**src/rtl/FetchUnitTypes.sv**
```systemverilog
// Shared types for the PHT update path: counter type, queue entry, FSM states.
package FetchUnitTypes;

    typedef logic [1:0] pht_entry_t;

    localparam pht_entry_t PHT_INIT_VALUE = 2'b10;
    localparam int PHT_IDX_MAX_W = 16;

    typedef struct packed {
        logic [PHT_IDX_MAX_W-1:0] index;
        pht_entry_t               value;
    } pht_upd_t;

    typedef enum logic {
        INIT = 1'b0,
        RUN  = 1'b1
    } fsm_state_t;

    function automatic pht_entry_t sat_update(
        input pht_entry_t c,
        input logic       taken
    );
        if (taken) begin
            return (c == 2'b11) ? c : c + 2'b01;
        end
        return (c == 2'b00) ? c : c - 2'b01;
    endfunction

endpackage

```
**src/rtl/pht_update_queue.sv**
```systemverilog
// Two-in / one-out circular FIFO holding pending PHT writes.
module pht_update_queue
    import FetchUnitTypes::*;
#(
    parameter int DEPTH = 8
) (
    input  logic                   clk,
    input  logic                   rst,
    input  logic                   enq0,
    input  logic                   enq1,
    input  pht_upd_t               enq0_data,
    input  pht_upd_t               enq1_data,
    input  logic                   deq,
    output logic [$clog2(DEPTH):0] free_slots,
    output logic                   empty,
    output pht_upd_t               head
);

    localparam int PW = $clog2(DEPTH);
    localparam int CW = PW + 1;

    pht_upd_t      mem_q [DEPTH];
    pht_upd_t      mem_d [DEPTH];
    logic [PW-1:0] head_q;
    logic [PW-1:0] head_d;
    logic [PW-1:0] tail_q;
    logic [PW-1:0] tail_d;
    logic [CW-1:0] count_q;
    logic [CW-1:0] count_d;

    // enq1 is only ever raised together with enq0, so it lands at tail+1.
    always_comb begin
        mem_d  = mem_q;
        tail_d = tail_q;
        if (enq0) begin
            mem_d[tail_q] = enq0_data;
            tail_d        = tail_q + PW'(1);
        end
        if (enq1) begin
            mem_d[tail_q + PW'(1)] = enq1_data;
            tail_d                 = tail_q + PW'(2);
        end
        head_d  = deq ? head_q + PW'(1) : head_q;
        count_d = count_q + CW'(enq0) + CW'(enq1) - CW'(deq);
    end

    always_ff @(posedge clk) begin
        if (rst) begin
            head_q  <= '0;
            tail_q  <= '0;
            count_q <= '0;
        end else begin
            head_q  <= head_d;
            tail_q  <= tail_d;
            count_q <= count_d;
        end
        mem_q <= mem_d;
    end

    assign free_slots = CW'(DEPTH) - count_q;
    assign empty      = (count_q == '0);
    assign head       = mem_q[head_q];

endmodule

```
**src/rtl/branch_predictor_update_scheduler.sv**
```systemverilog
// Owns the PHT write port: reset-time init sweep, then queued commit updates.
module branch_predictor_update_scheduler
    import FetchUnitTypes::*;
#(
    parameter int         PHT_INDEX_WIDTH = 10,
    parameter int         QUEUE_DEPTH     = 8,
    parameter pht_entry_t INIT_VALUE      = PHT_INIT_VALUE
) (
    input  logic                            clk,
    input  logic                            rst,
    input  logic [1:0]                      updateValid,
    input  logic [1:0][PHT_INDEX_WIDTH-1:0] updateIndex,
    input  logic [1:0]                      updateTaken,
    input  logic [1:0][1:0]                 updateCounter,
    output logic                            initDone,
    output logic                            phtWE,
    output logic [PHT_INDEX_WIDTH-1:0]      phtWA,
    output logic [1:0]                      phtWV,
    output logic [7:0]                      dropCount
);

    localparam int CW = $clog2(QUEUE_DEPTH) + 1;
    localparam logic [PHT_INDEX_WIDTH-1:0] SWEEP_LAST = '1;

    fsm_state_t                 state_q;
    fsm_state_t                 state_d;
    logic [PHT_INDEX_WIDTH-1:0] sweep_q;
    logic [PHT_INDEX_WIDTH-1:0] sweep_d;
    logic [7:0]                 drop_q;
    logic [7:0]                 drop_d;

    logic [CW-1:0] free_slots;
    logic [CW-1:0] free_after;
    logic          q_empty;
    logic          run;
    logic          deq;
    logic          same_idx;
    logic          cand0_v;
    logic          cand1_v;
    logic          enq0;
    logic          enq1;
    pht_upd_t      q_head;
    pht_upd_t      lane0_e;
    pht_upd_t      lane1_e;
    pht_upd_t      cand0;
    pht_upd_t      cand1;
    pht_entry_t    new0;
    pht_entry_t    new1;
    logic [1:0]    n_drop;
    logic [8:0]    drop_sum;
    logic          unused_head_hi;

    always_comb begin
        state_d = state_q;
        sweep_d = sweep_q;
        if (state_q == INIT) begin
            sweep_d = sweep_q + PHT_INDEX_WIDTH'(1);
            if (sweep_q == SWEEP_LAST) begin
                state_d = RUN;
            end
        end
    end

    assign run      = (state_q == RUN);
    assign deq      = run & ~q_empty;
    assign same_idx = (&updateValid) && (updateIndex[0] == updateIndex[1]);
    assign new0     = sat_update(updateCounter[0], updateTaken[0]);
    assign new1     = sat_update(updateCounter[1], updateTaken[1]);

    // A same-index pair collapses into lane 0, chaining lane 1's direction.
    always_comb begin
        lane0_e.index = PHT_IDX_MAX_W'(updateIndex[0]);
        lane0_e.value = same_idx ? sat_update(new0, updateTaken[1]) : new0;
        lane1_e.index = PHT_IDX_MAX_W'(updateIndex[1]);
        lane1_e.value = new1;
    end

    assign cand0_v = run & (|updateValid);
    assign cand1_v = run & (&updateValid) & ~same_idx;
    assign cand0   = updateValid[0] ? lane0_e : lane1_e;
    assign cand1   = lane1_e;

    assign free_after = free_slots + CW'(deq);
    assign enq0       = cand0_v & (free_after != '0);
    assign enq1       = cand1_v & (free_after > CW'(1));

    assign n_drop   = 2'(cand0_v & ~enq0) + 2'(cand1_v & ~enq1);
    assign drop_sum = 9'(drop_q) + 9'(n_drop);
    assign drop_d   = drop_sum[8] ? 8'hff : drop_sum[7:0];

    always_ff @(posedge clk) begin
        if (rst) begin
            state_q <= INIT;
            sweep_q <= '0;
            drop_q  <= '0;
        end else begin
            state_q <= state_d;
            sweep_q <= sweep_d;
            drop_q  <= drop_d;
        end
    end

    pht_update_queue #(
        .DEPTH(QUEUE_DEPTH)
    ) u_queue (
        .clk       (clk),
        .rst       (rst),
        .enq0      (enq0),
        .enq1      (enq1),
        .enq0_data (cand0),
        .enq1_data (cand1),
        .deq       (deq),
        .free_slots(free_slots),
        .empty     (q_empty),
        .head      (q_head)
    );

    // Outputs read as reset values while rst is held, so a flush never writes.
    always_comb begin
        initDone  = ~rst & run;
        dropCount = rst ? 8'h00 : drop_q;
        phtWE     = 1'b0;
        phtWA     = '0;
        phtWV     = '0;
        if (!rst) begin
            if (state_q == INIT) begin
                phtWE = 1'b1;
                phtWA = sweep_q;
                phtWV = INIT_VALUE;
            end else if (!q_empty) begin
                phtWE = 1'b1;
                phtWA = q_head.index[PHT_INDEX_WIDTH-1:0];
                phtWV = q_head.value;
            end
        end
    end

    assign unused_head_hi = ^q_head.index;

endmodule
```
**config.mk**
```make
export PLATFORM = sky130hd
export DESIGN_NAME = branch_predictor_update_scheduler
export DESIGN_NICKNAME = d
export VERILOG_FILES = /design/src/rtl/FetchUnitTypes.sv /design/src/rtl/pht_update_queue.sv /design/src/rtl/branch_predictor_update_scheduler.sv
export SDC_FILE = /design/constraint.sdc
export NUM_CORES = 1
export LEC_CHECK = 0
export CORE_ASPECT_RATIO = 1.2
export CORE_MARGIN = 4
export CORE_UTILIZATION = 39
export CTS_BUF_LIST = sky130_fd_sc_hd__clkbuf_16
export CTS_CLUSTER_DIAMETER = 120
export CTS_CLUSTER_SIZE = 24
export DETAILED_ROUTE_END_ITERATION = 10
export HOLD_SLACK_MARGIN = 0.15
export PLACE_DENSITY = 0.56
export SETUP_SLACK_MARGIN = 0.15
export SYNTH_ARGS = -nofsm -noshare
export SYNTH_HDL_FRONTEND = slang
export SYNTH_HIERARCHICAL = 1
export SYNTH_SLANG_ARGS = --single-unit
```
**constraint.sdc**
```tcl
create_clock -name clk -period 5.2 [get_ports clk]
set_clock_uncertainty 0.15 [all_clocks]
set_input_delay 1.3 -clock clk [delete_from_list [all_inputs] [get_ports clk]]
set_output_delay 1.3 -clock clk [all_outputs]
set_load 0.02 [all_outputs]
```
==> results of run 1 <==
-- final cells by class --
class                           instances  area [µm²]  area share
Clock buffer                           17         425      0.0519
Clock inverter                         15         115      0.0141
Inverter                               20        75.1     0.00917
Multi-Input combinational cell        552        4160       0.508
Sequential cell                       125        2500       0.306
Tap cell                              224         280      0.0342
Timing Repair Buffer                   64         628      0.0767
-- metal layers --
metal / track usage / up-vias / wire [µm]
li1: - / 2680 / -
met1: 0.224 / 2689 / 8420
met2: 0.347 / 151 / 9800
met3: 0.0392 / 26 / 861
met4: 0.0665 / 0 / 375
met5: 0 / - / 0
-- through the flow --
| step | cells | area (µm²) | total power, W |
|---|---|---|---|
| after floorplan | 781 | 7150 | 0.00115 |
| after global placement | 985 | 7650 | 0.00122 |
| after detailed placement | 985 | 7650 | 0.00122 |
| after CTS | 1017 | 8190 | 0.00232 |
| after global routing | 1017 | 8190 | 0.00239 |
| final | 1017 | 8190 | 0.00229 |
-- path summary, 6_finish.rpt --
check	to	slack [ps]	cells past startpoint
max	drop_q[0]$_SDFF_PP0_	820	12
min	drop_q[6]$_SDFF_PP0_	360	2
max reg2reg	u_queue/mem_q[0]$_DFF_P_	1160	14
min reg2reg	drop_q[6]$_SDFF_PP0_	360	2
-- layout by cell type (no fill, tap or decap), types with 2 or more instances in the layout --
cell / n
a211oi_1: 3
a21o_1: 2
a21oi_1: 22
and2_1: 2
and4_1: 2
buf_12: 2
buf_4: 11
clkbuf_16: 17
clkdlybuf4s50_1: 50
clkinvlp_4: 4
dfxtp_1: 124
fa_1: 3
ha_1: 18
inv_1: 21
inv_6: 6
maj3_1: 5
mux2_2: 22
mux2i_1: 101
mux4_2: 24
nand2_1: 105
nand2_4: 4
nand2b_1: 2
nand3_1: 11
nand3b_1: 2
nand4_1: 4
nor2_1: 37
nor2_2: 4
nor2_4: 2
nor2b_1: 20
nor3_1: 2
nor4_1: 3
o21ai_0: 88
o21ai_1: 12
o221a_1: 2
or2_2: 2
or3_1: 3
xnor2_1: 17
xor2_1: 13
-- where the power goes --
| group | switching (W) | leakage, nW | internal (W) |
|---|---|---|---|
| Combinational | 0.000101 | 2.26 | 0.0000963 |
| Clock | 0.000470 | 0.258 | 0.000616 |
| Sequential | 0.0000178 | 1.01 | 0.000993 |
| Total | 0.000588 | 3.54 | 0.00170 |
-- state kept, by name, indices dropped and copies added (netlist names) --
signal	cells
u_queue/head_q	3
u_queue/mem_q	96
sweep_q	10
u_queue/count_q	4
drop_q	8
run	1
u_queue/tail_q	3
-- tightest hold or removal path, stage by stage (launching register included) --
cell and delay (ps):
dfxtp_1 320, nor2_1 100, nor3_1 50
==> metrics.txt, run 1 <==
DRC 0; final setup violation count 0; # diodes 0; vias 5546; Synth Net Count 832; clock slew at reported path FFs 60 ps; Core Box Area 0.0181 mm²; Ys Warns 6; htree depth 4; WL/cell 19.1 µm; final hold vios 0; die width 132 µm; Die Footprint 0.0206 mm²; Worst path max stage delay 600 ps; Total GRT Usage 0.190; Peak VDD IR 0.000175 V; status completed; initial core utilization 0.395; reg-to-reg startpoint u_queue/count_q[1]$_SDFF_PP0_; Crit path max-delay family simple AND/OR/NAND/NOR gates; TritonCTS Sinks 125; worst-path cell chain clkdlybuf4s50_1 -> xor2_1 -> or4_1 -> nor3_1 -> nor4_1 -> ha_1 -> ha_1 -> inv_1 -> fa_1 -> nor2_1 -> nand3_1 -> a21oi_1; I/O pin count 52; crit path buf inv count 2; Nets 831; critical path startpoint updateIndex[10]; Max Cap Viol 0; Resized cells post-CTS 0; CTS Root Cell clkbuf_16; Worst Tran Pin Value 1170 ps; fillers 1655; post-route setup TNS 0 ps; crit-path max FO 10; RSZ-0062 raised after global routing false; required time of the critical path 5400 ps; CTS tree yes; dpl hpwl 12.8 mm; Hold WS 358 ps; most used cell, CP ha_1; Clock Path Buffers 2; Via density 5.45; total CTS buffers 17; min Tclk post-route 4380 ps; CTS Hold Bufs 0; pwr dens 280 mW/mm²; Worst Setup End Kind register; CP Class in -> reg; share of cells above drive strength 1 0.136; fin util 0.452; crit share post-route 0.843; Syn Area/Cell 9.16 µm²; Overflow after GRT 0; Final Wtd Congestion 0.791; slew margin rel. 0.219; first-pass GRT wire length 30.3 mm; Port Buf Inserts 51; initial antenna violation count 0; worst path arrival time 4580 ps; final worst setup slack 817 ps; detailed-route wire length 19.5 mm; Pleak 3.54 nW; DRT Pass-1 Iters 5; synthesized area 0.00715 mm²; DR iter-0 viols 337; die height 156 µm; vias in the first global route 5526; largest net degree at the start of global routing 27; row cnt 54; max frequency 0.228 GHz; critical path startpoint category input pin; area grow syn2layout 14.5%; Post-DRT Antenna Nets 0; Clk Latency, worst-skew pair 420 ps; hold path start drop_q[6]$_SDFF_PP0_; Post-Place Setup Slack 451 ps; min-delay worst type reg -> reg; Final Max Slew Viols 0; Slowest cell on crit path clkdlybuf4s50_1; Mapped Cells 781; setup bufs post-CTS 0
Power figures use the tool's default switching activity.
==> inputs of run 2 (changes only) <==
==> constraint.sdc (replaced) <==
create_clock -name clk -period 4.3 [get_ports clk]
set_clock_uncertainty 0.15 [all_clocks]
set_input_delay 1.075 -clock clk [delete_from_list [all_inputs] [get_ports clk]]
set_output_delay 1.075 -clock clk [all_outputs]
set_load 0.02 [all_outputs]
==> metrics.txt, run 2 (synthesis gave the netlist of run 1 again) <==
Resized cells post-CTS 0; Via density 5.37; die height 156 µm; # diodes 0; CP Class in -> reg; number of flip-flops in the largest register 96; vias 5575; Pleak 3.66 nW; area grow syn2layout 17.0%; Sequential Power Share 0.453; row cnt 54; Reg2Reg Setup Slack 500 ps; Clk pwr share 0.455; Post-DRT Antenna Nets 0; final setup violation count 0; share of cells above drive strength 1 0.152; Combinational Power Share 0.092; Overflow after GRT 0; design area 0.00836 mm²; initial antenna violation count 0; reg-to-reg startpoint u_queue/count_q[1]$_SDFF_PP0_; RSZ-0062 raised after global routing true; Reg2Reg Depth 16; setup bufs post-CTS 0; Post-Place Setup Slack -149 ps; worst path arrival time 4140 ps; Total GRT Usage 0.191; Port Buf Inserts 51; Placed Instance Area 0.00787 mm²; commonest cells after routing, fill and taps aside 124 x dfxtp_1, 105 x nand2_1, 101 x mux2i_1; Max Cap Viol 0; detailed-route wire length 19.0 mm; htree depth 4; crit share post-route 0.921; Peak VDD IR 0.000204 V; I/O pin count 52; Worst Setup End Kind register; die width 132 µm; initial core utilization 0.395; min-delay worst type reg -> reg; critical path startpoint category input pin; Final Max Slew Viols 0; Clk Latency, worst-skew pair 410 ps; fin util 0.462; largest net degree at the start of global routing 40; Core Box Area 0.0181 mm²; total CTS buffers 17; internal cell power 0.00208 W; Final Total Pwr 0.00270 W; DRT Pass-1 Iters 5; Biggest register u_queue/mem_q; Sw Ratio 0.230; crit-path max FO 6; commonest non-fill, non-tap cell in the layout dfxtp_1; status completed; hold path start sweep_q[6]$_SDFFE_PP0N_; clock slew at reported path FFs 50 ps; switching power 0.000620 W; TritonCTS Sinks 125; vias in the first global route 5610; DR iter-0 viols 432; worst-path cell chain clkdlybuf4s50_1 -> nand2_1 -> or4_1 -> nor3_2 -> buf_4 -> nor4_1 -> ha_1 -> ha_1 -> inv_1 -> fa_1 -> nor2_1 -> nand3_1 -> a21oi_1; CTS tree yes; Clock Path Buffers 2; CTS Root Cell clkbuf_16; Worst path max stage delay 600 ps; first-pass GRT wire length 30.8 mm; Die Footprint 0.0206 mm²; CTS Hold Bufs 0; Worst Tran Pin Value 466 ps; hold path endpoint sweep_q[6]$_SDFFE_PP0N_; final hold vios 0; Nets 857; slew margin rel. 0.688; pwr dens 323 mW/mm²; dpl hpwl 12.6 mm; min Tclk post-route 3960 ps; max frequency 0.253 GHz; Slowest cell on crit path clkdlybuf4s50_1; required time of the critical path 4480 ps; Final Wtd Congestion 0.792; DRC 0; final worst setup slack 340 ps; R2R Path End u_queue/count_q[2]$_SDFF_PP0_; most used cell, CP ha_1; biggest registers after layout u_queue/mem_q x96, sweep_q x10, drop_q x8; WL/cell 18.3 µm; hold path cells 2
## run 2: worst max-delay path by stage
stage                             startpoint                            end  slack [ps]  cells past startpoint
2_1_floorplan  u_queue/count_q[1]$_SDFF_PP0_  u_queue/count_q[2]$_SDFF_PP0_         290                     17
3_3_place_gp                  updateValid[0]           drop_q[0]$_SDFF_PP0_         -50                     13
3_5_place_dp                  updateIndex[8]           drop_q[6]$_SDFF_PP0_        -150                     13
4_1_cts                       updateIndex[8]           drop_q[6]$_SDFF_PP0_         270                     13
5_1_grt        u_queue/count_q[1]$_SDFF_PP0_  u_queue/count_q[3]$_SDFF_PP0_         140                     17
6_report                      updateValid[0]           drop_q[3]$_SDFF_PP0_         340                     13
## run 2: power groups by stage
| stage | registers, W | logic (W) | clock network (W) |
|---|---|---|---|
| 2_1_floorplan | 0.00124 | 0.000156 | 0 |
| 3_3_place_gp | 0.00124 | 0.000240 | 0 |
| 3_5_place_dp | 0.00125 | 0.000246 | 0 |
| 4_1_cts | 0.00122 | 0.000249 | 0.00125 |
| 5_1_grt | 0.00123 | 0.000271 | 0.00131 |
| 6_report | 0.00122 | 0.000250 | 0.00123 |
## run 2: area by class of cell
cell class / instances / area (µm²)
inverter: 20 / 75.1
timing repair buffer: 90 / 841
tap: 224 / 280
clock inverter: 10 / 63.8
sequential: 125 / 2500
clock buffer: 17 / 425
multi-input combinational: 552 / 4180
fill: 1730 / 9740
## run 2: worst max-delay path, delay by kind of cell
| family | cells | cell delay (ps) |
|---|---|---|
| fa+ha+maj | 3 | 830 |
| compound gates | 1 | 200 |
| buf+inv | 3 | 800 |
| simple gates | 6 | 1220 |
## run 2: layer usage
layer	up-vias	global-route usage	routed length (µm)
met3	19	0.0395	917
met1	2664	0.249	8690
met2	163	0.324	9170
met5	-	0	0
li1	2729	-	-
met4	0	0.0555	259
## run 2: per-stage QoR
stage | hold slack, ps | instances | setup TNS (ps)
6_report | 359 | 1038 | 0
4_1_cts | 360 | 1038 | 0
3_5_place_dp | 353 | 1011 | -982
3_3_place_gp | 340 | 1011 | -330
5_1_grt | 395 | 1038 | 0
2_1_floorplan | 321 | 781 | 0
==> inputs of run 3 (changes only) <==
--- a/config.mk
+++ b/config.mk
@@ -13,7 +13,7 @@
 export CTS_CLUSTER_SIZE = 24
 export DETAILED_ROUTE_END_ITERATION = 10
 export HOLD_SLACK_MARGIN = 0.15
-export PLACE_DENSITY = 0.56
+export PLACE_DENSITY = 0.64
 export SETUP_SLACK_MARGIN = 0.15
 export SYNTH_ARGS = -nofsm -noshare
 export SYNTH_HDL_FRONTEND = slang
==> metrics.txt, run 3 (synthesis gave the netlist of run 1 again) <==
Critical Path Stages 13; max frequency 0.248 GHz; DRC 0; placed cells 1014; commonest cells after routing, fill and taps aside 124 x dfxtp_1, 105 x nand2_1, 101 x mux2i_1; detailed-route wire length 18.1 mm; Overflow after GRT 0; Worst path max stage delay 610 ps; FF+latch area 0.00251 mm²; I/O pin count 52; Routed met3 length 961 µm; Worst Tran Pin Value 834 ps; vias 5543; Clock Path Buffers 2; largest net degree at the start of global routing 25; worst path arrival time 4220 ps; clock slew at reported path FFs 60 ps; required time of the critical path 4500 ps; vias in the first global route 5279; uppermost layer routed met4; Peak VDD IR 0.000276 V; Final Total Pwr 0.00287 W; area grow syn2layout 18.5%; CTS Hold Bufs 0; most used cell, CP ha_1; Reg2Reg Depth 17; Pleak 3.71 nW; crit path buf inv count 3; met2 wire length 8.36 mm; DRT Pass-1 Iters 5; hold path endpoint sweep_q[6]$_SDFFE_PP0N_; min Tclk post-route 4020 ps; multi-input logic area 0.00418 mm²; fillers 1771; crit-path max FO 6; first-pass GRT wire length 29.0 mm; final worst setup slack 275 ps; row cnt 54; Die Footprint 0.0206 mm²; Post-Place Setup Slack -170 ps; crit share post-route 0.936; Final Wtd Congestion 0.762; status completed; Slowest cell on crit path clkdlybuf4s50_1; total CTS buffers 17; # diodes 0; pwr dens 339 mW/mm²; Worst Setup End Kind register; initial antenna violation count 0; number of flip-flops in the largest register 96; Reg2Reg Setup Slack 510 ps; CTS Root Cell clkbuf_16; CTS tree yes; worst-path cell chain clkdlybuf4s50_1 -> nand2_1 -> or4_1 -> nor3_1 -> buf_4 -> nor4_1 -> ha_1 -> ha_1 -> inv_1 -> fa_1 -> nor2_1 -> nand3_2 -> a21oi_1; R2R Path End drop_q[1]$_SDFF_PP0_; RSZ-0062 raised after global routing false; Crit path max-delay family simple AND/OR/NAND/NOR gates; critical path startpoint category input pin; htree depth 4; final hold vios 0; hold path start sweep_q[6]$_SDFFE_PP0N_; Finished Layout Cells 1046; slew margin rel. 0.443; reg-to-reg startpoint u_queue/count_q[1]$_SDFF_PP0_; Metal-1 WL 8.55 mm; fin util 0.468; setup bufs post-CTS 0; Clk Latency, worst-skew pair 410 ps; Port Buf Inserts 51; initial core utilization 0.395; Final Max Slew Viols 0; Hold WS 360 ps; dpl hpwl 11.9 mm; WL/cell 17.3 µm; Nets 860; Total GRT Usage 0.180; CP Class in -> reg; commonest non-fill, non-tap cell in the layout dfxtp_1; die width 132 µm; TritonCTS Sinks 125; Via density 5.30; Post-DRT Antenna Nets 0; die height 156 µm; Core Box Area 0.0181 mm²; final setup violation count 0; min-delay worst type reg -> reg; Biggest register u_queue/mem_q; biggest registers after layout u_queue/mem_q x96, sweep_q x10, drop_q x8; hold path cells 2; share of cells above drive strength 1 0.170; Max Cap Viol 0; DR iter-0 viols 399
run 3: metrics by stage:
stage / instance area, µm² / setup TNS [ps]
floorplan: 7160 / 0
global placement: 7890 / -292
global route: 8470 / 0
finish: 8470 / 0
detailed placement: 7890 / -940
CTS: 8460 / 0
run 3: routing by layer:
layer | global-route usage | up-vias
met5 | 0 | -
met4 | 0.0520 | 0
met3 | 0.0315 | 21
met2 | 0.297 | 182
met1 | 0.244 | 2599
li1 | - | 2741
run 3: cell type report:
type | count | area share
clock buffer | 17 | 0.0502
clock inverter | 15 | 0.0176
inverter | 20 | 0.00886
multi-input combinational | 552 | 0.493
sequential | 125 | 0.296
tap | 224 | 0.0331
timing repair buffer | 93 | 0.102
run 3: timing repair:
item,CTS,global route
hold endpoints to repair,0,0
endpoints found under the setup margin,0,14
resized for setup,0,3
run 3: worst max path at each step:
stage,start,endpoint
after floorplan,u_queue/count_q[1]$_SDFF_PP0_,u_queue/count_q[2]$_SDFF_PP0_
after global placement,updateValid[1],drop_q[0]$_SDFF_PP0_
after detailed placement,updateValid[1],drop_q[1]$_SDFF_PP0_
after CTS,u_queue/head_q[0]$_SDFFE_PP0P_,phtWA[6]
after global routing,updateValid[1],drop_q[1]$_SDFF_PP0_
final,updateValid[1],drop_q[1]$_SDFF_PP0_
run 3: worst min-delay path, cell delays in order, from the launching register on:
cell and delay (ps):
dfxtp_1 330, o21ai_0 80, a21oi_1 60
run 3: report_power, final:
part	internal [W]	leakage, nW	switching, W
clock	0.000850	0.277	0.000551
sequential	0.00120	1.01	0.0000216
combinational	0.000123	2.42	0.000126
total	0.00217	3.71	0.000699
